### src/rtl/mem_port_arbiter.sv
// Shared 256x8 memory with a CPU / front-panel debug arbiter and an LED write mirror.
// Define MEMARB_RR_EN for round-robin arbitration; the default build uses fixed CPU priority.
module mem_port_arbiter #(
  parameter int              AW       = 8,
  parameter int              DW       = 8,
  parameter logic [AW-1:0]   LED_ADDR = 8'hFF
) (
  input  logic          CLK_12MHz,
  input  logic          rst_n,
  input  logic          cpu_req,
  input  logic          cpu_we,
  input  logic [AW-1:0] cpu_addr,
  input  logic [DW-1:0] cpu_wdata,
  output logic          cpu_gnt,
  output logic          cpu_rvalid,
  output logic [DW-1:0] cpu_rdata,
  input  logic          dbg_req,
  input  logic          dbg_we,
  input  logic [AW-1:0] dbg_addr,
  input  logic [DW-1:0] dbg_wdata,
  output logic          dbg_gnt,
  output logic          dbg_rvalid,
  output logic [DW-1:0] dbg_rdata,
  output logic [DW-1:0] led,
  output logic          busy
);

  localparam logic [1:0] IDLE   = 2'd0;
  localparam logic [1:0] ACCESS = 2'd1;
  localparam logic [1:0] RESP   = 2'd2;

  localparam logic PORT_CPU = 1'b0;
  localparam logic PORT_DBG = 1'b1;

  logic [1:0]    state_reg, state_next;
  logic          owner_reg;
  logic          we_reg;
  logic [AW-1:0] addr_reg;
  logic [DW-1:0] wdata_reg;
  logic [DW-1:0] led_reg;
  logic [DW-1:0] mem_q;

  logic          any_req;
  logic          win_dbg;
  logic          take_req;
  logic          commit;
  logic          read_cycle;

  logic [DW-1:0] mem [0:(1<<AW)-1];

  logic [1:0]    gnt_vec;
  logic [1:0]    rvalid_vec;
  logic [DW-1:0] rdata_vec      [2];
  logic [DW-1:0] rdata_hold_reg [2];

  assign any_req    = cpu_req | dbg_req;
  assign take_req   = (state_reg == IDLE) && any_req;
  assign commit     = (state_reg == ACCESS) && we_reg;
  assign read_cycle = (state_reg == ACCESS) && !we_reg;

`ifdef MEMARB_RR_EN
  // Pointer remembers who won last; reset value DBG lets the CPU take the first tie.
  logic last_dbg_reg;

  always_ff @(posedge CLK_12MHz) begin
    if (!rst_n) begin
      last_dbg_reg <= PORT_DBG;
    end else if (take_req) begin
      last_dbg_reg <= win_dbg;
    end
  end

  assign win_dbg = dbg_req & (~cpu_req | ~last_dbg_reg);
`else
  assign win_dbg = dbg_req & ~cpu_req;
`endif

  always_comb begin
    state_next = state_reg;
    case (state_reg)
      IDLE:    if (any_req) state_next = ACCESS;
      ACCESS:  state_next = RESP;
      RESP:    state_next = IDLE;
      default: state_next = IDLE;
    endcase
  end

  always_ff @(posedge CLK_12MHz) begin
    if (!rst_n) begin
      state_reg <= IDLE;
      owner_reg <= PORT_CPU;
      we_reg    <= 1'b0;
      addr_reg  <= '0;
      wdata_reg <= '0;
      led_reg   <= '0;
    end else begin
      state_reg <= state_next;
      if (take_req) begin
        owner_reg <= win_dbg;
        we_reg    <= win_dbg ? dbg_we    : cpu_we;
        addr_reg  <= win_dbg ? dbg_addr  : cpu_addr;
        wdata_reg <= win_dbg ? dbg_wdata : cpu_wdata;
      end
      if (commit && (addr_reg == LED_ADDR)) begin
        led_reg <= wdata_reg;
      end
    end
  end

  // The array itself has no reset; rst_n only blocks a write caught by reset mid-access.
  always_ff @(posedge CLK_12MHz) begin
    if (rst_n && commit) begin
      mem[addr_reg] <= wdata_reg;
    end
  end

  always_ff @(posedge CLK_12MHz) begin
    if (read_cycle) begin
      mem_q <= mem[addr_reg];
    end
  end

  genvar gi;
  generate
    for (gi = 0; gi < 2; gi++) begin : g_port
      logic port_is_owner;

      assign port_is_owner  = (owner_reg == ((gi == 1) ? PORT_DBG : PORT_CPU));
      assign gnt_vec[gi]    = (state_reg == ACCESS) && port_is_owner;
      assign rvalid_vec[gi] = (state_reg == RESP) && !we_reg && port_is_owner;

      // Read data shows the fresh array word during RESP and the last value afterwards.
      always_ff @(posedge CLK_12MHz) begin
        if (!rst_n) begin
          rdata_hold_reg[gi] <= '0;
        end else if (rvalid_vec[gi]) begin
          rdata_hold_reg[gi] <= mem_q;
        end
      end

      assign rdata_vec[gi] = rvalid_vec[gi] ? mem_q : rdata_hold_reg[gi];
    end
  endgenerate

  assign cpu_gnt    = gnt_vec[0];
  assign cpu_rvalid = rvalid_vec[0];
  assign cpu_rdata  = rdata_vec[0];
  assign dbg_gnt    = gnt_vec[1];
  assign dbg_rvalid = rvalid_vec[1];
  assign dbg_rdata  = rdata_vec[1];
  assign led        = led_reg;
  assign busy       = (state_reg != IDLE);

endmodule

### config.mk
export PLATFORM = sky130hd
export DESIGN_NAME = mem_port_arbiter
export DESIGN_NICKNAME = d
export VERILOG_FILES = /design/src/rtl/mem_port_arbiter.sv
export SDC_FILE = /design/constraint.sdc
export NUM_CORES = 2
export LEC_CHECK = 0
export BUFFER_PORTS_ARGS = -buffer_cell sky130_fd_sc_hd__buf_2
export CAP_MARGIN = 25
export CORE_MARGIN = 4
export CORE_UTILIZATION = 55
export CTS_CLUSTER_SIZE = 14
export DETAILED_ROUTE_END_ITERATION = 16
export PLACE_DENSITY = 0.75
export SKIP_LAST_GASP = 1
export SLEW_MARGIN = 20
export SYNTH_ARGS = -nofsm -noshare
export SYNTH_HDL_FRONTEND = slang
export SYNTH_SLANG_ARGS = --single-unit
### constraint.sdc
create_clock -name CLK_12MHz -period 5.7 [get_ports CLK_12MHz]
set_input_delay 1.14 -clock CLK_12MHz [delete_from_list [all_inputs] [get_ports CLK_12MHz]]
set_output_delay 1.14 -clock CLK_12MHz [all_outputs]
set_load 0.005 [all_outputs]
==> metrics.txt <==
outcome=finished, final reports clean; grt total ovfl=0; reg2reg start=addr_reg[0]; dpl hpwl=around 100,000 um; min cycle time layout=~4.3 ns; Yosys top cell by area=edfxtp_1; CTS H-tree lvls=4; Synth-to-Final Area Change=11.0%; Resized Gates After CTS=0; clock-pin slew on the worst setup and hold paths=about 0.060 ns; Pre-Repair DR Iteration Count=8; sequential fraction of the synthesis area=78.0%; global-route usage over all layers=between 20% and 30%; WP data arrival=between 4 and 5 ns; Final Hold Fails=0; Mapped Nets=3,749; largest net degree at the start of global routing=just under 200; worst r2r path cells=8; number of flip-flops in the largest register=between 2k and 2.5k; fraction of registers with async set/reset=0%; CTS max path bufs=3; worst endpoint required time=6.21 ns; RSZ-0062 raised after global routing=false; PortBufs=66; Critical Path Fanout Max=42; post-DR vias/cell=between 6 and 7; maximum vdd drop=between 0.3 and 0.4 mV; share of the synthesized area in the top cell type=roughly 77%; R2R Path End=mem_q[7]; Post-synth EDFFs=2,072; Area contributors post-synth=edfxtp_1, mux4_2, a22oi_1; first-pass GRT wire length=273,000 um; IO Count=67; Routed WL=between 150,000 and 200,000 um; ANT nets after route=0; final setup TNS=0 ns; non-filler cells, final=approximately 6k; Post-synth top cells=edfxtp_1, mux4_2, nor2_1; Rel. slew slack=about a fifth; placed cell count=about 5.5k; syn avg cell area=~22 um2; period utilisation layout=approximately 76%; Die Height=approximately 400 um; Sink Count=2,100; Avg WL per Cell=roughly 32 um; max_cap viols=0; clock tree from TritonCTS=done; Syn Inst Count=3,711; most common cell in the netlist=edfxtp_1; Worst Hold Path Cells=2; initial drt markers=between 5k and 6k; worst skew pair latency=~0.83 ns; r2r setup slk=about 1.4 ns; Yosys cell types=30; final net count=3,861; clk_skew=between 0.02 and 0.025 ns; area of the die=0.153 mm2; crit start category=flop; CTS root buf=clkbuf_16; Crit Path Category=reg -> reg; die width=391 um; hold crit path type=reg -> reg; top_reg_cell synth=edfxtp_1; placement row count=between 100 and 150; Leak=27.4 nW; YS warnings=0; crit end category=flop; initial antenna violation count=3; max frequency=~230 MHz; slew of the pin with the lowest slew margin=about 1.2 ns; share of cells above drive strength 1=between 20% and 30%; final setup fails=0; initial core utilization=a little under three fifths; CTS Hold Bufs=0; HP Start=led[2]; max-slew violations=0; number of global-route vias before repair=just under 40k; Worst Hold Endpoint=led[2]; clock buffer count from CTS=195; Cell Pwr Density=around 370 mW/mm2; DR DRC count=0; Vias=between 30k and 40k; Yosys reg bits=about 2.1k; post-CTS setup buffers=0; Core Area=0.146 mm2; GP Congestion=between 0.8 and 0.9; synthesized area=approximately 0.080 mm2
-- routing by layer --
metal  global-route usage (%)  vias to the layer above  wire length (um)
met2                     38.2                     2523             89500
met1                     35.0                    20600             69700
met3                     5.40                      379             20000
met5                        0                        -                23
li1                         -                    15900                 -
met4                     9.00                        4              7040
-- worst max-delay path by stage --
| stage | cells after the start | from | slack, ns | to |
|---|---|---|---|---|
| after floorplan | 0 | wdata_reg[0] | 1.43 | mem[0][0] |
| after global placement | 5 | rst_n | 1.50 | mem[25][3] |
| after detailed placement | 8 | addr_reg[0] | 1.43 | mem_q[7] |
| after CTS | 8 | addr_reg[0] | 1.42 | mem_q[7] |
| after global routing | 8 | addr_reg[0] | 1.17 | mem_q[0] |
| final | 8 | addr_reg[0] | 1.35 | mem_q[7] |
-- cell usage in the layout (no fill, tap or decap), types with 2 or more instances in the layout --
| cell type | n |
|---|---|
| edfxtp_1 | 2072 |
| mux4_2 | 512 |
| nor2_1 | 263 |
| a22oi_1 | 256 |
| clkbuf_16 | 198 |
| a21oi_1 | 129 |
| buf_2 | 66 |
| clkinv_1 | 61 |
| buf_4 | 61 |
| clkbuf_1 | 43 |
| clkinv_2 | 34 |
| nand2_1 | 32 |
| o41ai_1 | 32 |
| mux2i_1 | 25 |
| buf_12 | 22 |
| dfxtp_1 | 18 |
| o211a_1 | 17 |
| mux2_2 | 16 |
| and3_1 | 16 |
| nor2b_1 | 15 |
| nand2_2 | 15 |
| bufinv_16 | 14 |
| dfxtp_4 | 10 |
| inv_6 | 10 |
| nand4_1 | 9 |
| nand3_1 | 8 |
| buf_16 | 5 |
| nand2b_1 | 4 |
| and2_1 | 4 |
| diode_2 | 2 |
| nor2b_4 | 2 |
| inv_1 | 2 |
| nor3b_1 | 2 |
| nor3_1 | 2 |
-- critical path, cell delays in order, from the launching register on --
cell     delay [ns]
dfxtp_4        0.96
buf_4          0.63
buf_4          0.37
mux4_2         0.53
a22oi_1        0.39
a21oi_1        0.18
o41ai_1        0.50
buf_4          0.25
nand4_1        0.13
-- layout make-up --
class / instances / area (um2)
timing repair buffer: 155 / 1380
clock inverter: 122 / 951
fill: 9480 / 56200
antenna: 2 / 5.00
clock buffer: 241 / 5120
inverter: 2 / 7.51
tap: 1917 / 2400
multi-input combinational: 1369 / 16700
sequential: 2100 / 62800
-- cells by family (layout without fill, tap and decap cells) --
group           after synthesis  after routing  share of synthesized area (%)
buf+inv                     242            520                           1.36
mux                         553            553                           14.9
simple gates                382            382                           2.02
other cells                   0              2                              0
flops                      2100           2100                           78.0
compound gates              434            434                           3.75
-- power breakdown --
part / switching, mW / internal, mW / leakage [nW]
Combinational: 1.70 / 1.00 / 5.18
Clock: 5.53 / 6.99 / 2.98
Sequential: 0.189 / 17.3 / 19.3
-- stage by stage --
step                      power (mW)  hold slack (ns)  util (%)  setup slack (ns)  area, um2
after floorplan                 19.5            0.503         -              1.43      80500
after global placement          20.4            0.490      57.1              1.50      83100
after detailed placement        20.5            0.504      57.1              1.43      83200
after CTS                       32.8            0.518      61.3              1.42      89300
after global routing            33.6            0.541      61.4              1.17      89400
final                           32.7            0.515      61.4              1.35      89400
(Power assumes the default switching activity.)
